[config.mk]
export PLATFORM = sky130hd
export DESIGN_NAME = max7219_sequencer
export DESIGN_NICKNAME = d
export VERILOG_FILES = /design/src/rtl/max7219_sequencer.sv
export SDC_FILE = /design/constraint.sdc
export NUM_CORES = 1
export LEC_CHECK = 0
export CORE_ASPECT_RATIO = 1.75
export CORE_MARGIN = 2
export CORE_UTILIZATION = 45
export DETAILED_ROUTE_END_ITERATION = 16
export HOLD_SLACK_MARGIN = 0.1
export PLACE_DENSITY_LB_ADDON = 0.12
export SYNTH_ARGS = -nofsm -noshare
export SYNTH_HDL_FRONTEND = slang
export SYNTH_SLANG_ARGS = --single-unit
[constraint.sdc]
create_clock -name i_clk -period 2.4 [get_ports i_clk]
set_input_delay 0.72 -clock i_clk [delete_from_list [all_inputs] [get_ports i_clk]]
set_output_delay 0.72 -clock i_clk [all_outputs]
set_load 0.02 [all_outputs]
[src/rtl/max7219_sequencer.sv]
// max7219_sequencer: issues the MAX7219 init sequence, then digit sweeps and brightness updates as single driver writes.
// Ports: i_clk/i_reset_n (sync, active low); i_ena freezes the FSM and gates o_stb;
// i_refresh requests a digit sweep; i_digits/i_dp/i_brightness are the display content;
// o_stb/o_addr/o_data/i_busy form the driver handshake; o_init_done, o_busy (not IDLE)
// and o_fault (handshake timeout pulse) report status.
module max7219_sequencer #(
  parameter int         NUM_DIGITS  = 6,
  parameter logic [7:0] DECODE_MASK = 8'hFF,
  parameter int         TIMEOUT     = 64
) (
  input  logic                    i_clk,
  input  logic                    i_reset_n,
  input  logic                    i_ena,
  input  logic                    i_refresh,
  input  logic [4*NUM_DIGITS-1:0] i_digits,
  input  logic [NUM_DIGITS-1:0]   i_dp,
  input  logic [3:0]              i_brightness,
  output logic                    o_stb,
  output logic [3:0]              o_addr,
  output logic [7:0]              o_data,
  input  logic                    i_busy,
  output logic                    o_init_done,
  output logic                    o_busy,
  output logic                    o_fault
);
  typedef enum logic [2:0] {INIT_ISSUE, INIT_WAIT, IDLE, UPD_ISSUE, UPD_WAIT, FAULT} state_t;
  localparam int CW = $clog2(TIMEOUT + 1);
  state_t                  r_state, w_state;
  logic [2:0]              r_step, w_step;
  logic                    r_stb, w_stb;
  logic [3:0]              r_addr, w_addr;
  logic [7:0]              r_data, w_data;
  logic                    r_init_done, w_init_done;
  logic                    r_pend, w_pend;
  logic                    r_is_br, w_is_br;
  logic [3:0]              r_bright, w_bright;
  logic [CW-1:0]           r_cnt, w_cnt;
  logic [4*NUM_DIGITS-1:0] r_dig, w_dig;
  logic [NUM_DIGITS-1:0]   r_dp, w_dp;
  logic [31:0]             w_dig32;
  logic [7:0]              w_dp8;
  logic [3:0]              w_wr_addr;
  logic [7:0]              w_wr_data;
  logic                    w_timeout;
  assign w_dig32   = 32'(r_dig);
  assign w_dp8     = 8'(r_dp);
  assign w_timeout = r_cnt == CW'(TIMEOUT - 1);
  // Register write for the current step: init table, brightness update, or snapshot digit.
  always_comb begin
    {w_wr_addr, w_wr_data} = {4'hC, 8'h00};
    if (r_state == INIT_ISSUE)
      case (r_step)
        3'd1:    {w_wr_addr, w_wr_data} = {4'h9, DECODE_MASK};
        3'd2:    {w_wr_addr, w_wr_data} = {4'hA, 4'h0, i_brightness};
        3'd3:    {w_wr_addr, w_wr_data} = {4'hB, 8'(NUM_DIGITS - 1)};
        3'd4:    {w_wr_addr, w_wr_data} = {4'hF, 8'h00};
        3'd5:    {w_wr_addr, w_wr_data} = {4'hC, 8'h01};
        default: {w_wr_addr, w_wr_data} = {4'hC, 8'h00};
      endcase
    else if (r_is_br)
      {w_wr_addr, w_wr_data} = {4'hA, 4'h0, r_bright};
    else
      {w_wr_addr, w_wr_data} = {{1'b0, r_step} + 4'd1, w_dp8[r_step], 3'b000, w_dig32[{r_step, 2'b00} +: 4]};
  end
  always_comb begin
    w_state     = r_state;
    w_step      = r_step;
    w_stb       = r_stb;
    w_addr      = r_addr;
    w_data      = r_data;
    w_init_done = r_init_done;
    w_pend      = r_pend;
    w_is_br     = r_is_br;
    w_bright    = r_bright;
    w_cnt       = r_cnt;
    w_dig       = r_dig;
    w_dp        = r_dp;
    if (i_ena) begin
      // A refresh arriving in any state, even the cycle a sweep starts, leaves one sweep pending.
      w_pend = r_pend | i_refresh;
      case (r_state)
        INIT_ISSUE, UPD_ISSUE: begin
          if (r_stb && i_busy) begin
            w_stb   = 1'b0;
            w_cnt   = '0;
            w_state = r_state == INIT_ISSUE ? INIT_WAIT : UPD_WAIT;
          end else if (w_timeout) begin
            w_stb       = 1'b0;
            w_init_done = 1'b0;
            w_state     = FAULT;
          end else begin
            w_cnt = r_cnt + 1'b1;
            // Strobe only once the driver is idle, so a leftover busy is waited out with stb low.
            if (!r_stb && !i_busy) begin
              w_stb  = 1'b1;
              w_addr = w_wr_addr;
              w_data = w_wr_data;
              // Record the value actually written so a change during init triggers a later update.
              if (r_state == INIT_ISSUE && r_step == 3'd2) w_bright = i_brightness;
            end
          end
        end
        INIT_WAIT, UPD_WAIT: begin
          if (!i_busy) begin
            w_cnt   = '0;
            w_step  = r_step + 3'd1;
            w_state = r_state == INIT_WAIT ? INIT_ISSUE : UPD_ISSUE;
            if (r_state == INIT_WAIT && r_step == 3'd5) begin
              w_step      = '0;
              w_state     = IDLE;
              w_init_done = 1'b1;
              w_pend      = 1'b1;
            end
            if (r_state == UPD_WAIT && (r_is_br || r_step == 3'(NUM_DIGITS - 1))) begin
              w_step  = '0;
              w_state = IDLE;
            end
          end else if (w_timeout) begin
            w_init_done = 1'b0;
            w_state     = FAULT;
          end else
            w_cnt = r_cnt + 1'b1;
        end
        IDLE: begin
          if (i_brightness != r_bright) begin
            w_bright = i_brightness;
            w_is_br  = 1'b1;
            w_step   = '0;
            w_cnt    = '0;
            w_state  = UPD_ISSUE;
          end else if (r_pend) begin
            w_dig   = i_digits;
            w_dp    = i_dp;
            w_pend  = i_refresh;
            w_is_br = 1'b0;
            w_step  = '0;
            w_cnt   = '0;
            w_state = UPD_ISSUE;
          end
        end
        FAULT: begin
          w_step  = '0;
          w_cnt   = '0;
          w_state = INIT_ISSUE;
        end
        default: w_state = INIT_ISSUE;
      endcase
    end
  end
  always_ff @(posedge i_clk)
    if (!i_reset_n) r_state <= INIT_ISSUE;
    else r_state <= w_state;
  always_ff @(posedge i_clk) begin
    if (!i_reset_n) begin
      r_step      <= '0;
      r_stb       <= 1'b0;
      r_addr      <= '0;
      r_data      <= '0;
      r_init_done <= 1'b0;
      r_pend      <= 1'b0;
      r_is_br     <= 1'b0;
      r_bright    <= '0;
      r_cnt       <= '0;
      r_dig       <= '0;
      r_dp        <= '0;
    end else begin
      r_step      <= w_step;
      r_stb       <= w_stb;
      r_addr      <= w_addr;
      r_data      <= w_data;
      r_init_done <= w_init_done;
      r_pend      <= w_pend;
      r_is_br     <= w_is_br;
      r_bright    <= w_bright;
      r_cnt       <= w_cnt;
      r_dig       <= w_dig;
      r_dp        <= w_dp;
    end
  end
  assign o_stb       = r_stb & i_ena;
  assign o_addr      = r_addr;
  assign o_data      = r_data;
  assign o_init_done = r_init_done;
  assign o_busy      = r_state != IDLE;
  assign o_fault     = (r_state == FAULT) & i_ena;
endmodule

### After elaboration in Yosys (flattened, before gate mapping)

Index checks and enable logic that the tools add are counted.

* bits in registers: 63
* input port bits: 39
* output and inout port bits: 16
* logic and storage cells: 121

* add/subtract/negate cells: 3
* order comparisons: 1
* equality and inequality tests: 21
* shift-type cells: 1
* muxes and demuxes: 51
* bitwise logic cells: 6
* reductions and logical operators: 26

Operator list (count)
* 2-to-1 mux 3 bit: 12
* 2-to-1 mux 7 bit: 5
* one-hot mux 8 bit (4 select lines): 1
* variable part select 32 x 6 -> 4 bit: 1
* 2-to-1 mux 4 bit: 7
* one-hot mux 7 bit (4 select lines): 1
* one-hot mux 3 bit (3 select lines): 2
* 2-to-1 mux 8 bit: 2
* 2-to-1 mux 1 bit: 14
* == test 3 x 2 -> 1 bit, second input constant: 4
* == test 3 bit, second input constant: 4
* != test 2 bit, second input constant: 6
* one-hot mux 3 bit (4 select lines): 1
* AND reduction 4 bit: 3
* AND reduction 3 bit: 3
* one-hot mux 4 bit (2 select lines): 1
* adder 7 x 1 -> 7 bit, second input constant: 1
* == test 7 x 6 -> 1 bit, second input constant: 1
* AND reduction 7 bit: 1
* == test 3 x 1 -> 1 bit, second input constant: 2
* != test 3 bit, second input constant: 2
* nonzero test 2 bit: 3
* nonzero test 3 bit: 2
* logical AND 1 bit: 5
* other kinds (18): 25

### Depth between registers and ports, before layout

* depth in word-level cells: 7
* gate-level depth with buffers: 9
* depth with buffers taken out: 7

### Worst setup path after synthesis

Ideal clock, no wire load.

* path type: input to output
* start: input port i_ena
* end: output port o_fault
* arrival time: 1269 ps
* data required time: 1680 ps
* setup slack: 411 ps
* stages: 2
* path buffers: 1
* path through: clkbuf_1 -> and3_1

* word-level cells in the longest chain between the ends: 1

RTL lines
* start, declared: RTL line 13 `input logic i_ena,`
* bitwise AND 1 bit: RTL line 185 `assign o_fault = (r_state == FAULT) & i_ena;`
* end, declared: RTL line 24 `output logic o_fault`

Every way passes these cells.

### Worst setup path in the final report

Same ends and word-level chain as after synthesis.

==> results by stage <==
Final layout:
- 0 antenna diodes ended up in the layout.
- The area added between synthesis and finish is 32.7%.
- The register area is around 1200 µm².
- Of the cells placed in the final design, the portion with a size suffix greater than 1 is 0.161.
- At the end of the flow the core is filled with cells to 0.613.
- The number of nets in the layout is between 500 and 600.
- The cell area after layout is 4400 µm².
- The count of fill cells added during filler insertion is 650.
- In the final layout, the multi-input gates occupy ~1900 µm².

Clock network:
- Counting along the longest clock path gives a buffer depth of 2.
- The TritonCTS clock tree is yes.
- The clock drives between 60 and 70 sinks.
- The number of hold-repair buffers added at the cts stage is 0.
- The root buffer selected by CTS is clkbuf_16.
- The number of buffers added by the clock tree synthesis step is 9.
- After clock tree synthesis, the clock-pin slew on the worst setup and hold paths is ~50 ps.
- The insertion delay to the later sink of the worst-skew pair is about 320 ps.
- The number of H-tree levels is 3.

Synthesis:
- Dividing the synthesized area by the synthesized cell count gives about 8.2 µm².
- After synthesis the netlist holds a flip-flop and latch count of 61.
- Among all flip-flop cells after synthesis, the most frequent one is dfxtp_1.
- The leading area contributor after synthesis is dfxtp_1.
- In the synthesized netlist the async set-or-reset flop fraction comes to 0.
- By area the synthesized netlist is led by dfxtp_1 (37%), nand2_1 (8.8%), a21oi_1 (7.4%), mux4_2 (3.4%), ha_1 (2.3%).
- Of the synthesized area, sequential elements account for 0.368.
- During synthesis, Yosys emitted a total of 0 warnings.
- The number of nets produced by synthesis is 448.
- The gate count of the mapped netlist is between 400 and 500.
- Synthesis instantiated a little over 70 different standard cells from the library.
- The synthesized design contains 0 enable-type register cells.
- Of the post-synthesis cell area, the dominant cell type holds 0.368.
- The post-synth design cell area is roughly 3300 µm².

STA:
- The final setup skew is 2.73 ps.
- The setup violation total in the final timing report is 0.
- The max-slew violation count was 0.
- In the finished design, the share of the clock period the worst path needs comes to 0.961.
- Counting I/O delays and the setup requirement, the final critical path takes approximately 2300 ps.
- The final-report hold violation count came to 0.
- Timing would allow up to ~430 MHz.
- The worst-margin pin slew is ~550 ps.
- Setup repair after global routing left no endpoint under its margin.
- The worst pin sits at a relative slew slack of 0.631.
- The worst hold slack after final layout is around 450 ps.

Worst setup path:
- On the critical path, the stage with the largest delay is an instance of clkdlybuf4s50_1.
- The critical path is of the in -> out type.
- The worst setup path is captured at an output port.
- The critical-path maximum fanout is 4.
- Data on the critical path arrives at its endpoint at roughly 1600 ps.
- The signal on the critical path passes through clkdlybuf4s50_1, and3_1, buf_2.
- The critical path data required time is roughly 1700 ps.
- The maximum cell stage delay along the critical path is roughly 520 ps.
- STA classifies the critical path startpoint as a primary input.

GRT:
- For this run, the total global-route usage over all layers was measured as 0.223.
- The initial antenna violation count is 0.
- For this run the aggregate overflow at the end of global routing stands at 0.
- The first global-routing pass estimated approximately 14000 µm of wire.
- The number of global-route vias before repair is between 2000 and 3000.
- Entering global routing, the biggest net connects 39 pins.

Detailed routing:
- The via count of the routed design is ~3100.
- In the routed layout, each cell is associated on average with a via count of between 5 and 6.
- The residual antenna-violating net count after detailed routing is 0.
- The detailed router finished its first iteration with between 150 and 200 violations.
- The pre-antenna-repair detailed-routing pass consisted of 4 iterations.
- The remaining routing DRC violations is 0.
- Dividing the detail-routed wire length by the instance count gives between 15 and 20 µm.
- For this block, the routed nets add up to 8430 µm of wire.

Place:
- Once detailed placement completed, the half-perimeter wirelength came to about 6300 µm.
- Buffers placed on the I/O ports in this run total between 50 and 60.
- At the end of routability-driven placement, the weighted congestion stood at between 0.8 and 0.9.
- Summing all placed instances gives a cell area of around 4000 µm².

Power:
- The peak ir drop on the vdd network is roughly 0.57 mV.
- The leakage dissipation is roughly 1.5 nW.
- The power density over the cells is between 600 and 700 nW/µm².

Flow run:
- The max-capacitance violation count is 0.

Floorplan:
- The initial utilization of the core area, before any placement, comes to 0.462.
- The floorplan step defined a die boundary enclosing between 8000 and 9000 µm².
- The count of pins on the block boundary is 55.
- The number of rows in the core area is approximately 40.
- The placeable core area is 7180 µm².
- The die is a little under 70 µm wide.
- The die height is about 120 µm.

Outcome:
- The flow ran to the end, and the final reports show no timing, DRC or antenna violations.

Min path:
- The class of the tightest hold or removal check is reg -> reg.
[worst max-delay path, delay by kind of cell]
family,cells,cell delay [ps]
buf+inv,2,690
simple gates,1,180
[layout by cell type (no fill, tap or decap), types with 6 or more instances in the layout]
cell type,Yosys,routed
o31ai_1,6,6
o21ai_0,15,15
inv_1,13,13
a21oi_1,49,49
dfxtp_1,61,61
clkdlybuf4s50_1,0,51
nand3_1,13,13
nand2_1,78,78
nor2_1,17,16
ha_1,6,6
nor3_1,8,8
nand2b_1,6,6
clkbuf_16,0,9
buf_4,3,28
[synth_stat cells, types with 3 or more instances]
cell / n
a21oi_1: 49
a221oi_1: 4
a311oi_1: 3
a31oi_1: 3
buf_2: 10
buf_4: 3
clkbuf_1: 15
dfxtp_1: 61
ha_1: 6
inv_1: 13
mux2_2: 5
mux4_2: 5
nand2_1: 78
nand2b_1: 6
nand3_1: 13
nor2_1: 17
nor2b_1: 5
nor3_1: 8
nor3_2: 3
nor4_1: 3
o21a_1: 4
o21ai_0: 15
o21ai_1: 3
o31ai_1: 6
o32ai_1: 4
or3_1: 3
xnor2_1: 5
[through the flow]
stage / cells / setup WS, ps / TNS [ps] / total power [W]
after detailed placement: 543 / -328 / -844 / 0.00129
final: 559 / 92.8 / 0 / 0.00266
after global routing: 559 / 78.6 / 0 / 0.00276
after CTS: 559 / 8.21 / 0 / 0.00269
after floorplan: 403 / 411 / 0 / 0.00116
after global placement: 543 / -334 / -808 / 0.00129
[cells by family (layout without fill, tap and decap cells)]
kind of cell	Yosys count	in the layout	share of synthesized area
AO/OA/AOI/OAI	119	119	0.238
XOR/XNOR	5	5	0.0132
adder cells (fa/ha/maj)	6	6	0.0226
buffers and inverters	45	115	0.0626
flip-flops	61	61	0.368
multiplexers	12	12	0.0570
AND/OR/NAND/NOR	155	155	0.239
[routing by layer]
| layer | GRT usage | up-vias | wire, µm |
|---|---|---|---|
| li1 | - | 1575 | - |
| met5 | 0 | - | 0 |
| met2 | 0.392 | 72 | 4650 |
| met3 | 0.0449 | 16 | 292 |
| met1 | 0.244 | 1448 | 3260 |
| met4 | 0.0980 | 0 | 223 |
[power by group]
group / internal [W] / switching, W / total [W]
Combinational: 0.000126 / 0.000100 / 0.000227
Sequential: 0.00103 / 0.0000120 / 0.00104
Clock: 0.000961 / 0.000432 / 0.00139
[final cells by class]
cell class	instances	area share
Timing Repair Buffer	85	0.183
Sequential cell	61	0.278
Multi-Input combinational cell	297	0.429
Clock inverter	4	0.0159
Tap cell	86	0.0245
Clock buffer	12	0.0583
Inverter	14	0.0119
[registers in the layout, indices dropped and copies added, names as in the netlist]
name	count
r_dig	24
o_addr	4
r_step	3
r_is_br	1
r_state	3
r_bright	4
r_stb	1
r_cnt	7
o_init_done	1
o_data	6
r_pend	1
r_dp	6
[path summary, 6_finish.rpt]
check | startpoint | to | cells after the start | slack [ps]
max reg2reg | r_step[0]$_SDFFE_PN0P_ | o_data[3]$_SDFFE_PN0P_ | 5 | 370
min reg2reg | r_dig[13]$_SDFFE_PN0P_ | r_dig[13]$_SDFFE_PN0P_ | 2 | 450
max | i_ena | o_fault | 3 | 90
min | r_dig[13]$_SDFFE_PN0P_ | r_dig[13]$_SDFFE_PN0P_ | 2 | 450
[repair_timing]
item                                    4_1_cts  5_1_grt
gates resized for setup                       6        3
endpoints found under the hold margin         0        0
setup buffers                                 0        0
endpoints found under the setup margin        2        3
(Power assumes the default switching activity.)
==> RTL change (same flow settings) <==
Compare `r_cnt` against `CW'(TIMEOUT - 1)` with >= in place of ==.
--- a/src/rtl/max7219_sequencer.sv
+++ b/src/rtl/max7219_sequencer.sv
@@ -44,7 +44,7 @@
   logic                    w_timeout;
   assign w_dig32   = 32'(r_dig);
   assign w_dp8     = 8'(r_dp);
-  assign w_timeout = r_cnt == CW'(TIMEOUT - 1);
+  assign w_timeout = r_cnt >= CW'(TIMEOUT - 1);
   // Register write for the current step: init table, brightness update, or snapshot digit.
   always_comb begin
     {w_wr_addr, w_wr_data} = {4'hC, 8'h00};
Function: no difference found for any inputs over 10 cycles, from zero or initial values and one cycle with i_reset_n low; that may be too few to reach the edited logic, so the function may still have changed.
==> RTL change against the unedited design <==
- core utilization is 0.087 points higher
- worst hold slack improved by 0.018 ns
- area after synthesis is 0.30% higher
- sequential power about the same
- wire length grew 9.8%
- fmax rose by 5.9%
- die area grew 0.29%
- power decreased by 3.9%
- cell area up 0.14%
- critical path depth is 3 higher
- synthesized cell count increased by 0.99%
- sequential cell count stayed put
- setup slack better by 0.13 ns
- critical path type is now in -> reg
==> RTL change: results (changes against the unedited design) <==
layout cells sized above 1 - 0.1611 (+0.0004113)
HPWL Detailed - 6925 um (+10%)
number of global-route vias before repair - 3,163 (+8.0%)
Synth Net Count - 452 (+0.89%)
largest net degree at the start of global routing - 32 (-18%)
first-pass GRT wire length - 15,010 um (+9.0%)
DR iter-0 viols - 222 (+31%)
GRT Total Usage - 0.2482 (+0.02561)
status - complete, no violations
final WL - 9257 um (+9.8%)
CP Max Fanout - 6 (+2)
nets - 518 (+0.97%)
register area share after synthesis - 0.3672 (-0.001109)
synth top area cells - dfxtp_1 (37%), a21oi_1 (7.1%), o21ai_0 (6.9%), nand2_1 (6.5%), mux4_2 (3.4%)
placed insts - 548 (+0.92%)
CP Data Arrival Time - 2.40 ns (+0.81 ns)
most frequent cells after synthesis - dfxtp_1 (61), nand2_1 (58), a21oi_1 (47), o21ai_0 (46), nor2_1 (20)
pre-CTS worst setup slack - -0.4865 ns (-0.1587 ns)
clk_skew - 0.008268 ns (+0.005541 ns)
static leakage - 1.549 nW (+1.7%)
Peak VDD IR - 0.4440 mV (-22%)
post-synth cell types - 65 (-8.5%)
Mapped Cells - 407 (+0.99%)
clk_lat worst skew - 0.33 ns
GPL Wtd Cong - 0.9008 (+3.3%)
Slew @ Worst Pin - 0.5010 ns (-0.05213 ns)
DR vias - 3,279 (+5.4%)
Filler Cell Count - 671 (+3.2%)
RTL change: final cells by class:
class                      count  area share
clock buffer                  12     0.05593
clock inverter                 4     0.01079
inverter                       9    0.007666
multi-input combinational    302      0.4338
sequential                    61      0.2774
tap                           86     0.02442
timing repair buffer          90      0.1899
RTL change: cells by family (layout without fill, tap and decap cells):
group,count (synthesis),count (layout),synth area share
compound gates,148,148,0.2762
simple gates,127,127,0.1907
flops,61,61,0.3672
buf+inv,44,115,0.06245
mux,15,15,0.06396
fa+ha+maj,8,8,0.02897
xor+xnor,4,4,0.01053
RTL change: final timing paths:
path / from / to / slack, ns / cells after the start
max reg2reg: r_state[1]$_SDFFE_PN0P_ / o_addr[0]$_SDFFE_PN0P_ / 0.43 / 6
min: o_addr[1]$_SDFFE_PN0P_ / o_addr[1]$_SDFFE_PN0P_ / 0.47 / 2
min reg2reg: o_addr[1]$_SDFFE_PN0P_ / o_addr[1]$_SDFFE_PN0P_ / 0.47 / 2
max: i_brightness[2] / r_cnt[5]$_SDFFE_PN0P_ / 0.22 / 6
RTL change: power by group:
group / internal (mW) / switching (mW)
logic: 0.137 / 0.116
registers: 1.03 / 0.0130
clock network: 0.827 / 0.436
RTL change: repair_timing:
action / in CTS / in global routing
resized for setup: 10 / 6
setup endpoints to repair: 2 / 2
pin swaps: 0 / 0
RTL change: metrics by stage:
stage | power (mW) | area [um^2]
5_1_grt | 2.648 | 4407
2_1_floorplan | 1.171 | 3326
6_report | 2.558 | 4407
3_3_place_gp | 1.311 | 4098
4_1_cts | 2.589 | 4387
3_5_place_dp | 1.315 | 4098
RTL change: worst max-delay path, cell delays in order:
cell and delay, ns:
clkdlybuf4s50_1 0.48, xnor2_1 0.24, nand4_2 0.28, o21ai_2 0.34, nor3_1 0.09, o221a_2 0.24
RTL change: per-layer routing:
metal | track usage | part of all wire | vias to the layer above
li1 | - | - | 1607
met1 | 0.2603 | 0.38 | 1549
met2 | 0.4195 | 0.53 | 89
met3 | 0.04493 | 0.031 | 34
met4 | 0.1765 | 0.062 | 0
met5 | 0 | 0 | -
